[src/rtl/spi_pkg.sv]
// Shared definitions for the SPI target-side shifter: state encoding,
// sample/shift edge selection and the default underrun fill word.
package spi_pkg;

    typedef enum logic {
        IDLE   = 1'b0,
        ACTIVE = 1'b1
    } spi_state_t;

    // Widest supported word; the top truncates this to its own WIDTH.
    localparam logic [15:0] FILL_ALL_ONES = 16'hFFFF;

    // Data is sampled on the rising SCLK edge when cpol and cpha agree,
    // otherwise on the falling edge; shifting happens on the other edge.
    function automatic logic sample_on_rise(input logic cpol, input logic cpha);
        return (cpol == cpha);
    endfunction

endpackage

[src/rtl/spi_sync_edge.sv]
// Two-flop synchroniser for an asynchronous pin, plus an edge register that
// turns level changes of the synchronised signal into one-cycle pulses.
module spi_sync_edge #(
    parameter logic RST_VAL = 1'b0
) (
    input  logic clk,
    input  logic srst,
    input  logic d,
    output logic level,
    output logic rise,
    output logic fall
);

    logic s1_q;
    logic s2_q;
    logic edge_q;

    always_ff @(posedge clk) begin
        if (srst) begin
            s1_q   <= RST_VAL;
            s2_q   <= RST_VAL;
            edge_q <= RST_VAL;
        end else begin
            s1_q   <= d;
            s2_q   <= s1_q;
            edge_q <= s2_q;
        end
    end

    assign level = s2_q;
    assign rise  = s2_q & ~edge_q;
    assign fall  = ~s2_q & edge_q;

endmodule

[src/rtl/spi_slave_shifter.sv]
// SPI target shifter: oversampled SCLK/SS_N/MOSI, all CPOL/CPHA modes, LSB/MSB
// first, valid/ready transmit holding register. Option: SPI_SLAVE_OVERRUN_EN.
module spi_slave_shifter
    import spi_pkg::*;
#(
    parameter int               WIDTH = 8,
    parameter logic [WIDTH-1:0] FILL  = WIDTH'(FILL_ALL_ONES)
) (
    input  logic             PClk,
    input  logic             PRESET,
    input  logic             cpol,
    input  logic             cpha,
    input  logic             lsbfe,
    input  logic             sclk_in,
    input  logic             ss_n,
    input  logic             mosi,
    output logic             miso,
    output logic             miso_oe,
    input  logic [WIDTH-1:0] tx_data,
    input  logic             tx_valid,
    output logic             tx_ready,
    output logic [WIDTH-1:0] rx_data,
    output logic             rx_valid,
    output logic             busy
`ifdef SPI_SLAVE_OVERRUN_EN
    ,
    input  logic             rx_ack,
    output logic             rx_overrun
`endif
);

    localparam int CW = $clog2(WIDTH);

    logic sclk_lvl_unused;
    logic sclk_rise;
    logic sclk_fall;
    logic ss_lvl;
    logic ss_rise;
    logic ss_fall;
    logic mosi_s1_q;
    logic mosi_s2_q;

    spi_sync_edge #(.RST_VAL(1'b0)) u_sync_sclk (
        .clk   (PClk),
        .srst  (PRESET),
        .d     (sclk_in),
        .level (sclk_lvl_unused),
        .rise  (sclk_rise),
        .fall  (sclk_fall)
    );

    spi_sync_edge #(.RST_VAL(1'b1)) u_sync_ss (
        .clk   (PClk),
        .srst  (PRESET),
        .d     (ss_n),
        .level (ss_lvl),
        .rise  (ss_rise),
        .fall  (ss_fall)
    );

    always_ff @(posedge PClk) begin
        if (PRESET) begin
            mosi_s1_q <= 1'b0;
            mosi_s2_q <= 1'b0;
        end else begin
            mosi_s1_q <= mosi;
            mosi_s2_q <= mosi_s1_q;
        end
    end

    spi_state_t       state_q, state_d;
    logic [CW-1:0]    cnt_q, cnt_d;
    logic             skip_q, skip_d;
    logic [WIDTH-1:0] tx_sh_q, tx_sh_d;
    logic [WIDTH-1:0] rx_sh_q, rx_sh_d;
    logic [WIDTH-1:0] hold_q, hold_d;
    logic             full_q, full_d;
    logic [WIDTH-1:0] rx_data_q, rx_data_d;
    logic             rx_valid_q, rx_valid_d;
    logic             miso_q, miso_d;

    logic             sample_pulse;
    logic             shift_pulse;
    logic             accept;
    logic             load;
    logic             complete;
    logic [WIDTH-1:0] rx_shifted;
    logic [WIDTH-1:0] tx_shifted;

    assign sample_pulse = sample_on_rise(cpol, cpha) ? sclk_rise : sclk_fall;
    assign shift_pulse  = sample_on_rise(cpol, cpha) ? sclk_fall : sclk_rise;
    assign accept       = tx_valid & ~full_q;
    assign rx_shifted   = lsbfe ? {mosi_s2_q, rx_sh_q[WIDTH-1:1]}
                                : {rx_sh_q[WIDTH-2:0], mosi_s2_q};
    assign tx_shifted   = lsbfe ? {1'b0, tx_sh_q[WIDTH-1:1]}
                                : {tx_sh_q[WIDTH-2:0], 1'b0};

    always_comb begin
        state_d   = state_q;
        cnt_d     = cnt_q;
        skip_d    = skip_q;
        tx_sh_d   = tx_sh_q;
        rx_sh_d   = rx_sh_q;
        hold_d    = hold_q;
        full_d    = full_q;
        rx_data_d = rx_data_q;
        load      = 1'b0;
        complete  = 1'b0;

        case (state_q)
            IDLE: begin
                if (ss_fall) begin
                    state_d = ACTIVE;
                    load    = 1'b1;
                    cnt_d   = '0;
                    skip_d  = cpha;
                end
            end
            ACTIVE: begin
                if (ss_rise) begin
                    state_d = IDLE;
                    cnt_d   = '0;
                    skip_d  = 1'b0;
                end else if (!ss_lvl) begin
                    if (sample_pulse) begin
                        rx_sh_d = rx_shifted;
                        if (cnt_q == CW'(WIDTH - 1)) begin
                            complete  = 1'b1;
                            rx_data_d = rx_shifted;
                            cnt_d     = '0;
                            load      = 1'b1;
                            skip_d    = 1'b1;
                        end else begin
                            cnt_d = cnt_q + 1'b1;
                        end
                    end else if (shift_pulse) begin
                        if (skip_q) begin
                            skip_d = 1'b0;
                        end else begin
                            tx_sh_d = tx_shifted;
                        end
                    end
                end
            end
            default: state_d = IDLE;
        endcase

        // A load sees the pre-cycle holding register; an accept can only
        // happen when it is empty, so the new word waits for the next load.
        if (load) begin
            tx_sh_d = full_q ? hold_q : FILL;
        end
        if (accept) begin
            hold_d = tx_data;
            full_d = 1'b1;
        end else if (load && full_q) begin
            full_d = 1'b0;
        end

        miso_d = 1'b0;
        if (state_d == ACTIVE) begin
            miso_d = lsbfe ? tx_sh_d[0] : tx_sh_d[WIDTH-1];
        end
    end

`ifdef SPI_SLAVE_OVERRUN_EN
    logic rx_overrun_q, rx_overrun_d;

    always_comb begin
        rx_valid_d   = complete | (rx_valid_q & ~rx_ack);
        rx_overrun_d = ~rx_ack & (rx_overrun_q | (complete & rx_valid_q));
    end

    always_ff @(posedge PClk) begin
        if (PRESET) begin
            rx_overrun_q <= 1'b0;
        end else begin
            rx_overrun_q <= rx_overrun_d;
        end
    end

    assign rx_overrun = rx_overrun_q;
`else
    always_comb begin
        rx_valid_d = complete;
    end
`endif

    always_ff @(posedge PClk) begin
        if (PRESET) begin
            state_q    <= IDLE;
            cnt_q      <= '0;
            skip_q     <= 1'b0;
            tx_sh_q    <= '0;
            rx_sh_q    <= '0;
            hold_q     <= '0;
            full_q     <= 1'b0;
            rx_data_q  <= '0;
            rx_valid_q <= 1'b0;
            miso_q     <= 1'b0;
        end else begin
            state_q    <= state_d;
            cnt_q      <= cnt_d;
            skip_q     <= skip_d;
            tx_sh_q    <= tx_sh_d;
            rx_sh_q    <= rx_sh_d;
            hold_q     <= hold_d;
            full_q     <= full_d;
            rx_data_q  <= rx_data_d;
            rx_valid_q <= rx_valid_d;
            miso_q     <= miso_d;
        end
    end

    assign miso     = miso_q;
    assign miso_oe  = (state_q == ACTIVE);
    assign busy     = (state_q == ACTIVE);
    assign tx_ready = ~full_q;
    assign rx_data  = rx_data_q;
    assign rx_valid = rx_valid_q;

endmodule

[config.mk]
export PLATFORM = sky130hd
export DESIGN_NAME = spi_slave_shifter
export DESIGN_NICKNAME = d
export VERILOG_FILES = /design/src/rtl/spi_pkg.sv /design/src/rtl/spi_sync_edge.sv /design/src/rtl/spi_slave_shifter.sv
export SDC_FILE = /design/constraint.sdc
export NUM_CORES = 1
export LEC_CHECK = 0
export BUFFER_PORTS_ARGS = -buffer_cell sky130_fd_sc_hd__buf_2
export CAP_MARGIN = 10
export CORE_UTILIZATION = 51
export CTS_CLUSTER_SIZE = 40
export DETAILED_ROUTE_END_ITERATION = 7
export HOLD_SLACK_MARGIN = 0.1
export PLACE_DENSITY = 0.81
export SKIP_CTS_REPAIR_TIMING = 1
export SYNTH_ARGS = -nofsm -noshare
export SYNTH_HDL_FRONTEND = slang
export SYNTH_SLANG_ARGS = --single-unit
export TNS_END_PERCENT = 5
[constraint.sdc]
create_clock -name PClk -period 1.9 [get_ports PClk]
set_clock_uncertainty 0.15 [all_clocks]
set_input_delay 0.285 -clock PClk [delete_from_list [all_inputs] [get_ports PClk]]
set_output_delay 0.285 -clock PClk [all_outputs]
set_load 0.05 [all_outputs]
==> out/qor.yml <==
grt:
  grt-ovfl-total: 0
  grt_pass1_wl_um: 6706
  grt_max_degree: 27
  grt_util_all_layers_pct: 20.12
  grt_pass1_vias: 1444
  antenna_found_initial: 0
synthesis:
  syn-num-nets: 237
  synth_top_cell_by_area: "dfxtp_1"
  ys_seq_elements: 48
  synth_warnings: 0
  ys_seq_area_share_pct: 44.78
  yosys.area.top_type_share_pct: 44.78
  ys_types: 39
  netlist_instances: 218
  syn_area_um2: 2146
  syn_area_per_cell_um2: 9.843
  synth.top_cells.by_area: "dfxtp_1 45%, mux2i_1 7.9%, a211oi_1 5.9%"
routing:
  num_vias: 1725
  drt-pass1-iter-count: 4
  vias_per_cell: 5.442
  drt_iter0_markers: 135
  final_antenna_net_count: 0
  routed_wirelength_um: 4381
  wl_per_cell_um: 13.82
  drc: 0
power_and_ir_drop:
  ir_drop_mv: 0.5455
  p_leak_nw: 1.039
  p_per_area_nw_per_um2: 768.4
sta:
  hold_violations: 0
  rsz0062_at_grt: "true"
  relSlewSlack_pct: 73.00
  layout_min_cycle_time_ns: 1.806
  fmax_ghz: 0.5538
  finalCritPeriodShare_pct: 95.04
  tightest_slew_ns: 0.4008
  maxSlewViolCount: 0
  finalSetupTns_ns: 0
  final-setup-viol-count: 0
critical_path:
  cp_slowest_stage_delay_ns: 0.37
  cp-start-kind: "flop"
  cp-end-kind: "flop"
  arrival_ns: 1.87
  critical_path_class: "flop to flop"
  cp_max_fo: 4
  timing.critical_path.max_delay_family: "simple AND/OR/NAND/NOR gates"
  crit_buf_inv: 1
  worstPathCellList: "nor4b_2, mux2i_1, nor2_2, buf_4, a21oi_1, o32ai_1"
  slowest_stage: "dfxtp_1"
  cp_data_required_time_ns: 1.96
clock_network:
  cts_sinks: 48
  cts_max_level: 2
  clock_latency_ns: 0.30
  root_buffer: "clkbuf_8"
  clk_pin_slew_ns: 0.09
  clock_path_buffers: 2
  cts_tree: "built"
  cts_buffers: 5
cells_and_area:
  synthToLayoutAreaGrowth_pct: 25.07
  layout-drive-gt1-share_pct: 31.46
  stdcell_count: 317
  antenna_cells: 0
  nNetsFinal: 285
  final_core_util_pct: 66.61
placement:
  dp.cells: 296
  gp_congestion: 0.8186
  hpwlAfterDp_um: 2966
  io_buffers: 29
die:
  pin_count: 30
  initial_utilization_pct: 53.26
  dieHeight_um: 66.87
  fp.dieW_um: 66.87
  core_area_um2: 4029
  rows: 23
  die_area_um2: 4471
run_status:
  outcome: "completed"
min_path:
  min_path_type: "input port to flop"
flow_run:
  cap_violations: 0
-- per-layer routing --
| layer | track usage [%] | share of wire, % | vias to the layer above |
|---|---|---|---|
| li1 | - | - | 886 |
| met1 | 27.15 | 50 | 794 |
| met2 | 30.56 | 44 | 32 |
| met3 | 4.452 | 2.8 | 13 |
| met4 | 8.511 | 2.6 | 0 |
| met5 | 0 | 0 | - |
-- sequential cells by signal, summed over array words and instances (netlist names) --
name / cells
busy: 1
cnt_q: 3
full_q: 1
hold_q: 8
miso: 1
mosi_s1_q: 1
mosi_s2_q: 1
rx_data: 8
rx_sh_q: 8
rx_valid: 1
skip_q: 1
tx_sh_q: 8
u_sync_sclk.edge_q: 1
u_sync_sclk.level: 1
u_sync_sclk.s1_q: 1
u_sync_ss.edge_q: 1
u_sync_ss.level: 1
u_sync_ss.s1_q: 1
-- kinds of logic (layout without fill, tap and decap cells) --
| logic type | count (synthesis) | after routing | synth area share, % |
|---|---|---|---|
| AO/OA/AOI/OAI | 52 | 52 | 20.35 |
| AND/OR/NAND/NOR | 70 | 71 | 16.09 |
| flip-flops | 48 | 48 | 44.78 |
| adder cells (fa/ha/maj) | 2 | 2 | 1.166 |
| XOR/XNOR | 1 | 1 | 0.7582 |
| multiplexers | 24 | 24 | 12.13 |
| buffers and inverters | 21 | 69 | 4.723 |
-- per-stage QoR --
step | hold WS [ns] | total power, mW | setup slack, ns | area (µm²)
6_report | 0.07912 | 2.062 | 0.09429 | 2684
5_1_grt | 0.1045 | 2.140 | -0.03556 | 2684
4_1_cts | 0.01317 | 2.051 | -0.03240 | 2520
3_5_place_dp | 0.2452 | 1.286 | -0.07760 | 2399
3_3_place_gp | 0.2444 | 1.281 | -0.04502 | 2399
2_1_floorplan | 0.2388 | 1.231 | 0.009938 | 2158
-- tightest hold or removal path, cell delays in order --
cell	delay, ns
buf_2	0.08
mux2i_1	0.06
nor2_1	0.07
-- where the power goes --
group	switching, mW	internal [mW]
logic	0.114	0.103
clock network	0.347	0.430
registers	0.0307	1.04
total	0.491	1.57
-- placed cells by master, fill, tap and decap left out, types with 2 or more instances in the layout --
cell / n
dfxtp_1: 45
buf_2: 29
nor2_1: 28
mux2i_1: 17
a211oi_1: 17
buf_4: 15
a21oi_1: 10
nor3_1: 10
nand2_1: 9
dlygate4sd3_1: 9
nor2b_1: 7
inv_1: 6
mux2_2: 6
o32ai_1: 6
clkbuf_8: 6
nand2b_1: 4
nor2_2: 3
o21ai_0: 3
or2_2: 3
nor2b_2: 2
nor3_2: 2
a22oi_1: 2
a21boi_0: 2
ha_1: 2
dfxtp_2: 2
-- cell type report --
| cell class | count | area (µm²) |
|---|---|---|
| Multi-Input combinational cell | 150 | 1139 |
| Timing Repair Buffer | 54 | 367.9 |
| Tap cell | 50 | 62.56 |
| Inverter | 7 | 26.28 |
| Clock inverter | 2 | 38.79 |
| Fill cell | 322 | 1345 |
| Clock buffer | 6 | 82.58 |
| Sequential cell | 48 | 967.2 |
-- synthesized netlist by cell type --
cell type / n
dfxtp_1: 48
nor2_1: 28
a211oi_1: 17
mux2i_1: 17
nor3_1: 11
a21oi_1: 10
nand2_1: 9
nor2b_1: 9
clkbuf_1: 7
inv_1: 6
mux2_2: 6
o32ai_1: 6
nand2b_1: 4
buf_2: 3
buf_4: 3
o21ai_0: 3
or2_2: 3
a21boi_0: 2
a22oi_1: 2
a311oi_1: 2
ha_1: 2
nor2_2: 2
nor4b_1: 2
a21bo_2: 1
a22oi_4: 1
buf_6: 1
clkinv_1: 1
mux2i_4: 1
nor2_4: 1
nor3_2: 1
o21bai_1: 1
o22ai_1: 1
o311a_1: 1
o311ai_4: 1
o31ai_1: 1
o32a_2: 1
o32ai_2: 1
o32ai_4: 1
xnor2_2: 1
-- final timing paths --
path / cells after the start / to / slack (ns) / from
min reg2reg: 1 / u_sync_ss.level$_SDFF_PP1_ / 0.26 / u_sync_ss.s1_q$_SDFF_PP1_
max reg2reg: 6 / tx_sh_q[5]$_SDFFE_PP0P_ / 0.09 / skip_q$_SDFFE_PP0P_
max: 6 / tx_sh_q[5]$_SDFFE_PP0P_ / 0.09 / skip_q$_SDFFE_PP0P_
min: 3 / hold_q[7]$_SDFFE_PP0P_ / 0.08 / tx_data[7]
Power figures use the tool's default switching activity.
